==> src/rtl/barret_feeder_pkg.sv <==
// barret_feeder_pkg: constants shared by the feeder, the Barrett reducer and NTT control
package barret_feeder_pkg;
   localparam int OP_W  = 32;
   localparam int C_W   = 64;
   localparam int TAG_W = 8;
   localparam int CNT_W = 16;
   localparam logic [OP_W-1:0] Q = OP_W'(8380417);

   typedef enum logic [1:0] {EMPTY, S1_ONLY, S2_ONLY, FULL} pipe_state_e;

   function automatic pipe_state_e pipe_state(input logic s1_valid, input logic s2_valid);
      return pipe_state_e'({s2_valid, s1_valid});
   endfunction
endpackage

==> src/rtl/barret_feeder_pipe_stage.sv <==
// barret_feeder_pipe_stage: one elastic valid/ready register slice for a W-bit payload
module barret_feeder_pipe_stage #(
   parameter int W = 8
) (
   input  logic         clk,
   input  logic         rst,
   input  logic         in_valid,
   output logic         in_ready,
   input  logic [W-1:0] in_data,
   output logic         out_valid,
   input  logic         out_ready,
   output logic [W-1:0] out_data
);
   assign in_ready = !out_valid | out_ready;

   // Load when the slot is free or draining; payload only changes on a real transfer
   always_ff @(posedge clk or posedge rst)
      if (rst) begin
         out_valid <= 1'b0;
         out_data  <= '0;
      end else if (in_ready) begin
         out_valid <= in_valid;
         if (in_valid) out_data <= in_data;
      end
endmodule

==> src/rtl/barret_feeder.sv <==
// barret_feeder: two-stage elastic operand register -> multiplier -> product register ahead of the Barrett reducer
module barret_feeder
   import barret_feeder_pkg::*;
(
   input  logic             clk,
   input  logic             rst,
   input  logic             in_valid,
   output logic             in_ready,
   input  logic [OP_W-1:0]  in_a,
   input  logic [OP_W-1:0]  in_b,
   input  logic [TAG_W-1:0] in_tag,
   output logic             out_valid,
   input  logic             out_ready,
   output logic [C_W-1:0]   C,
   output logic [TAG_W-1:0] out_tag,
   output logic             range_err,
   output logic [CNT_W-1:0] issued_cnt,
   output logic             busy
);
   logic             s1_valid;
   logic             s2_ready;
   logic [OP_W-1:0]  s1_a;
   logic [OP_W-1:0]  s1_b;
   logic [TAG_W-1:0] s1_tag;
   logic [C_W-1:0]   prod;

   barret_feeder_pipe_stage #(.W(2*OP_W+TAG_W)) u_s1 (
      .clk       (clk),
      .rst       (rst),
      .in_valid  (in_valid),
      .in_ready  (in_ready),
      .in_data   ({in_a, in_b, in_tag}),
      .out_valid (s1_valid),
      .out_ready (s2_ready),
      .out_data  ({s1_a, s1_b, s1_tag})
   );

   assign prod = C_W'(s1_a) * C_W'(s1_b);

   barret_feeder_pipe_stage #(.W(C_W+TAG_W)) u_s2 (
      .clk       (clk),
      .rst       (rst),
      .in_valid  (s1_valid),
      .in_ready  (s2_ready),
      .in_data   ({prod, s1_tag}),
      .out_valid (out_valid),
      .out_ready (out_ready),
      .out_data  ({C, out_tag})
   );

   assign busy = s1_valid | out_valid;

   // Sticky flag for any accepted operand outside [0, Q); the pair still flows through
   always_ff @(posedge clk or posedge rst)
      if (rst) range_err <= 1'b0;
      else if (in_valid && in_ready && (in_a >= Q || in_b >= Q)) range_err <= 1'b1;

   // Count handoffs to the reducer, wrapping naturally at the counter width
   always_ff @(posedge clk or posedge rst)
      if (rst) issued_cnt <= '0;
      else if (out_valid && out_ready) issued_cnt <= issued_cnt + CNT_W'(1);
endmodule

==> config.mk <==
export PLATFORM = sky130hd
export DESIGN_NAME = barret_feeder
export DESIGN_NICKNAME = d
export VERILOG_FILES = /design/src/rtl/barret_feeder_pkg.sv /design/src/rtl/barret_feeder_pipe_stage.sv /design/src/rtl/barret_feeder.sv
export SDC_FILE = /design/constraint.sdc
export NUM_CORES = 2
export LEC_CHECK = 0
export BUFFER_PORTS_ARGS = -buffer_cell sky130_fd_sc_hd__clkbuf_2
export CAP_MARGIN = 20
export CELL_PAD_IN_SITES_DETAIL_PLACEMENT = 0
export CELL_PAD_IN_SITES_GLOBAL_PLACEMENT = 1
export CORE_MARGIN = 1
export CORE_UTILIZATION = 52
export CTS_BUF_LIST = sky130_fd_sc_hd__clkbuf_8
export DETAILED_ROUTE_END_ITERATION = 6
export PLACE_DENSITY = 0.82
export RECOVER_POWER = 50
export SYNTH_ARGS = -nofsm -noshare
export SYNTH_HDL_FRONTEND = slang
export SYNTH_SLANG_ARGS = --single-unit
==> constraint.sdc <==
create_clock -name clk -period 9.01 [get_ports clk]
set_input_delay 1.802 -clock clk [delete_from_list [all_inputs] [get_ports clk]]
set_output_delay 1.802 -clock clk [all_outputs]
set_load 0.005 [all_outputs]
==> impl_metrics.py <==
metrics = {
    "global_route": {
        "first_pass_grt_wire_length_mm": 175.4,
        "grt_max_degree": 114,
        "grt_overflow": 0,
        "vias_in_the_first_global_route": 30480,
        "gr-usage-all-layers_pct": 29.94,
        "antenna_found_initial": 6,
    },
    "logic_synthesis": {
        "synth.cell_area_um2": 39310,
        "synth_top_cell_area_share_pct": 45.64,
        "async_reset_ff_share_pct": 100.0,
        "ys_ff_latch": 163,
        "netlist_instances": 4176,
        "seq_area_frac_synth_pct": 10.38,
        "synth_area_leaders": "sky130_fd_sc_hd__fa_1, sky130_fd_sc_hd__dfrtp_1, sky130_fd_sc_hd__and2_1, sky130_fd_sc_hd__ha_1, sky130_fd_sc_hd__inv_1",
        "synth_cell_types": 64,
        "synth-warning-count": 0,
        "synth_area_per_cell_um2": 9.412,
        "synth_flop_cell": "sky130_fd_sc_hd__dfrtp_1",
        "synthMostInstantiatedCell": "sky130_fd_sc_hd__fa_1",
        "postSynthNetCount": 5412,
        "synth_edf_count": 0,
        "netlist.top_cell.by_area": "sky130_fd_sc_hd__fa_1",
        "netlist_top_cells_count": "sky130_fd_sc_hd__fa_1, sky130_fd_sc_hd__inv_1, sky130_fd_sc_hd__nand2_1, sky130_fd_sc_hd__and2_1, sky130_fd_sc_hd__ha_1",
    },
    "clocking": {
        "cts_setup_buffers": 0,
        "cts_resized": 0,
        "clock_tree.htree_level_count": 4,
        "clock_tree.buffer_depth": 2,
        "cts_made_buffers": 17,
        "clock_sinks": 163,
        "tritoncts_clock_tree": "built",
        "worstSkewPairLatency_ns": 0.57,
        "cts_root_buf": "sky130_fd_sc_hd__clkbuf_8",
        "clk_pin_slew_ns": 0.13,
        "cts_hold_buf": 0,
    },
    "die": {
        "die_width_um": 276.9,
        "io-pin-count": 168,
        "effective_utilization_at_floorplan_pct": 52.71,
        "rows": 100,
        "dieHeight_um": 276.9,
        "core_area_um2": 74570,
        "dieArea_um2": 76690,
    },
    "critical_path": {
        "critical_path_required_ns": 9.40,
        "critPathSlowestCell": "sky130_fd_sc_hd__dfrtp_1",
        "worstPathArrival_ns": 8.83,
        "path_buf_inv": 4,
        "cpPeakStageDelay_ns": 1.07,
        "timing.critical_path.max_delay_family": "adder cells",
        "setup.worst_path.start_class": "flop",
        "path_class": "flop to flop",
        "critPathCaptureType": "flop",
        "cp_common_cell": "sky130_fd_sc_hd__fa_1",
        "crit_chain": "and2_1, fa_1, fa_1, inv_1, fa_1, fa_1, inv_1, fa_1, fa_1, fa_1, inv_1, fa_1, inv_1, ha_1, nand4_1, or3_1, o311ai_1, nor3_1, o21a_1, o41ai_2, a31oi_1, xor2_1, o21ai_1",
        "worstPathMaxFanout": 24,
    },
    "timing": {
        "finalWorstPathRequiredPeriod_ns": 8.443,
        "hold_viol": 0,
        "maximum_clock_skew_at_final_layout_ns": 0.05333,
        "fmax_mhz": 118.4,
        "final-setup-viol-count": 0,
        "maxSlewViolCount": 194,
        "grt_setup_unrepaired": "no",
        "final_sum_of_negative_setup_slack_ns": 0,
        "worst_slew_pin_slew_ns": 4.630,
        "slew-limit-headroom_pct": -210.4,
        "post-route-period-util_pct": 93.70,
    },
    "hold_path": {
        "hold_path_class": "flop to flop",
    },
    "routing": {
        "detail_route.iter0.violations": 1758,
        "route.detailed.vias_per_inst": 5.399,
        "detail_route.drc_violations": 0,
        "detail_route.wirelength_mm": 108.3,
        "vias": 28090,
        "detail-route-antenna-nets": 0,
        "routedWlPerCell_um": 20.81,
        "drtPass1Iterations": 6,
    },
    "status": {
        "violations_in_the_final_reports": "capacitance limit, slew limit",
        "status": "finished, violations left",
    },
    "finish": {
        "finish.instance_area_um2": 41670,
        "multi_input_area_um2": 31030,
        "regArea_um2": 4079,
        "fin_nets": 5453,
        "finalCoreUtilization_pct": 55.88,
        "drive_gt1_share_pct": 9.173,
        "fill_cells": 6775,
        "synthToLayoutAreaGrowth_pct": 6.020,
    },
    "placed_design": {
        "gp_routability_congestion": 0.9182,
        "place_hpwl_mm": 89.98,
        "postPlaceCellArea_um2": 41210,
        "io_buffers": 167,
    },
    "flow_run": {
        "max_cap_viol_count": 3,
    },
}
## kinds of logic (layout without fill, tap and decap cells)
family	Yosys count	in the layout	synth area share (%)
and+or+nand+nor	1328	1328	16.91
adders and majority gates	1160	1160	54.04
buffers and inverters	1118	1172	10.70
AOI/OAI and AO/OA	258	258	4.183
DFF	163	163	10.38
muxes	75	75	2.146
xor gates and xnor gates	74	74	1.649
other	0	4	0
## stage by stage
stage	cells	setup WS, ns	hold WS [ns]
after floorplan	4176	1.800	0.4331
after global placement	5165	0.7485	0.4409
after detailed placement	5165	0.6547	0.4474
after CTS	5197	0.6321	0.4659
after global routing	5201	0.2247	0.4998
final	5203	0.5672	0.4631
## flip-flops by register name, summed over array words and instances (netlist names)
signal          flops
u_s1.out_data      72
issued_cnt         16
u_s2.out_data      72
u_s1.out_valid      1
range_err           1
u_s2.out_valid      1
## cell usage in the layout (no fill, tap or decap), types with 20 or more instances in the layout
cell type                    n
sky130_fd_sc_hd__a21o_1     29
sky130_fd_sc_hd__a21oi_1    72
sky130_fd_sc_hd__and2_1    562
sky130_fd_sc_hd__buf_4     100
sky130_fd_sc_hd__clkbuf_2  166
sky130_fd_sc_hd__dfrtp_1   163
sky130_fd_sc_hd__fa_1      896
sky130_fd_sc_hd__ha_1      264
sky130_fd_sc_hd__inv_1     868
sky130_fd_sc_hd__mux2_2     73
sky130_fd_sc_hd__nand2_1   620
sky130_fd_sc_hd__nand3_1    20
sky130_fd_sc_hd__nand4_1    31
sky130_fd_sc_hd__nor2_1     34
sky130_fd_sc_hd__o21ai_0    75
sky130_fd_sc_hd__xnor2_1    45
sky130_fd_sc_hd__xor2_1     29
## area by class of cell
type | count | area share [%]
clock buffers | 17 | 0.5615
repair buffers | 271 | 3.957
multi-input cells | 2895 | 74.46
diodes | 4 | 0.02402
inverters | 869 | 7.831
flip-flops and latches | 163 | 9.788
clock inverters | 15 | 0.4654
well taps | 969 | 2.909
## metal layers
layer / vias to the layer above / GRT usage [%] / share of wire (%)
met5: - / 0 / 0.026
met4: 4 / 10.84 / 3.9
met3: 178 / 4.117 / 5.3
met2: 835 / 50.53 / 50
met1: 14700 / 39.52 / 41
li1: 12380 / - / -
## tightest hold or removal path: stages (launching register included)
cell	delay (ns)
sky130_fd_sc_hd__dfrtp_1	0.35
sky130_fd_sc_hd__nand2_1	0.05
sky130_fd_sc_hd__nand2_1	0.05
## final timing paths
kind | startpoint | to | slack, ns | depth (start not counted)
worst max-delay path | u_s1.out_data[55]$_DFFE_PP0P_ | u_s2.out_data[66]$_DFFE_PP0P_ | 0.57 | 23
worst min-delay path | u_s1.out_data[6]$_DFFE_PP0P_ | u_s2.out_data[6]$_DFFE_PP0P_ | 0.46 | 2
worst max register to register | u_s1.out_data[55]$_DFFE_PP0P_ | u_s2.out_data[66]$_DFFE_PP0P_ | 0.57 | 23
worst min register to register | u_s1.out_data[6]$_DFFE_PP0P_ | u_s2.out_data[6]$_DFFE_PP0P_ | 0.46 | 2
max in group asynchronous | rst | u_s2.out_data[63]$_DFFE_PP0P_ | 1.44 | 4
min in group asynchronous | rst | u_s2.out_data[0]$_DFFE_PP0P_ | 2.66 | 2
Power is not shown: default switching activity piles up to over one toggle a cycle in this logic, so the estimate is an artifact.
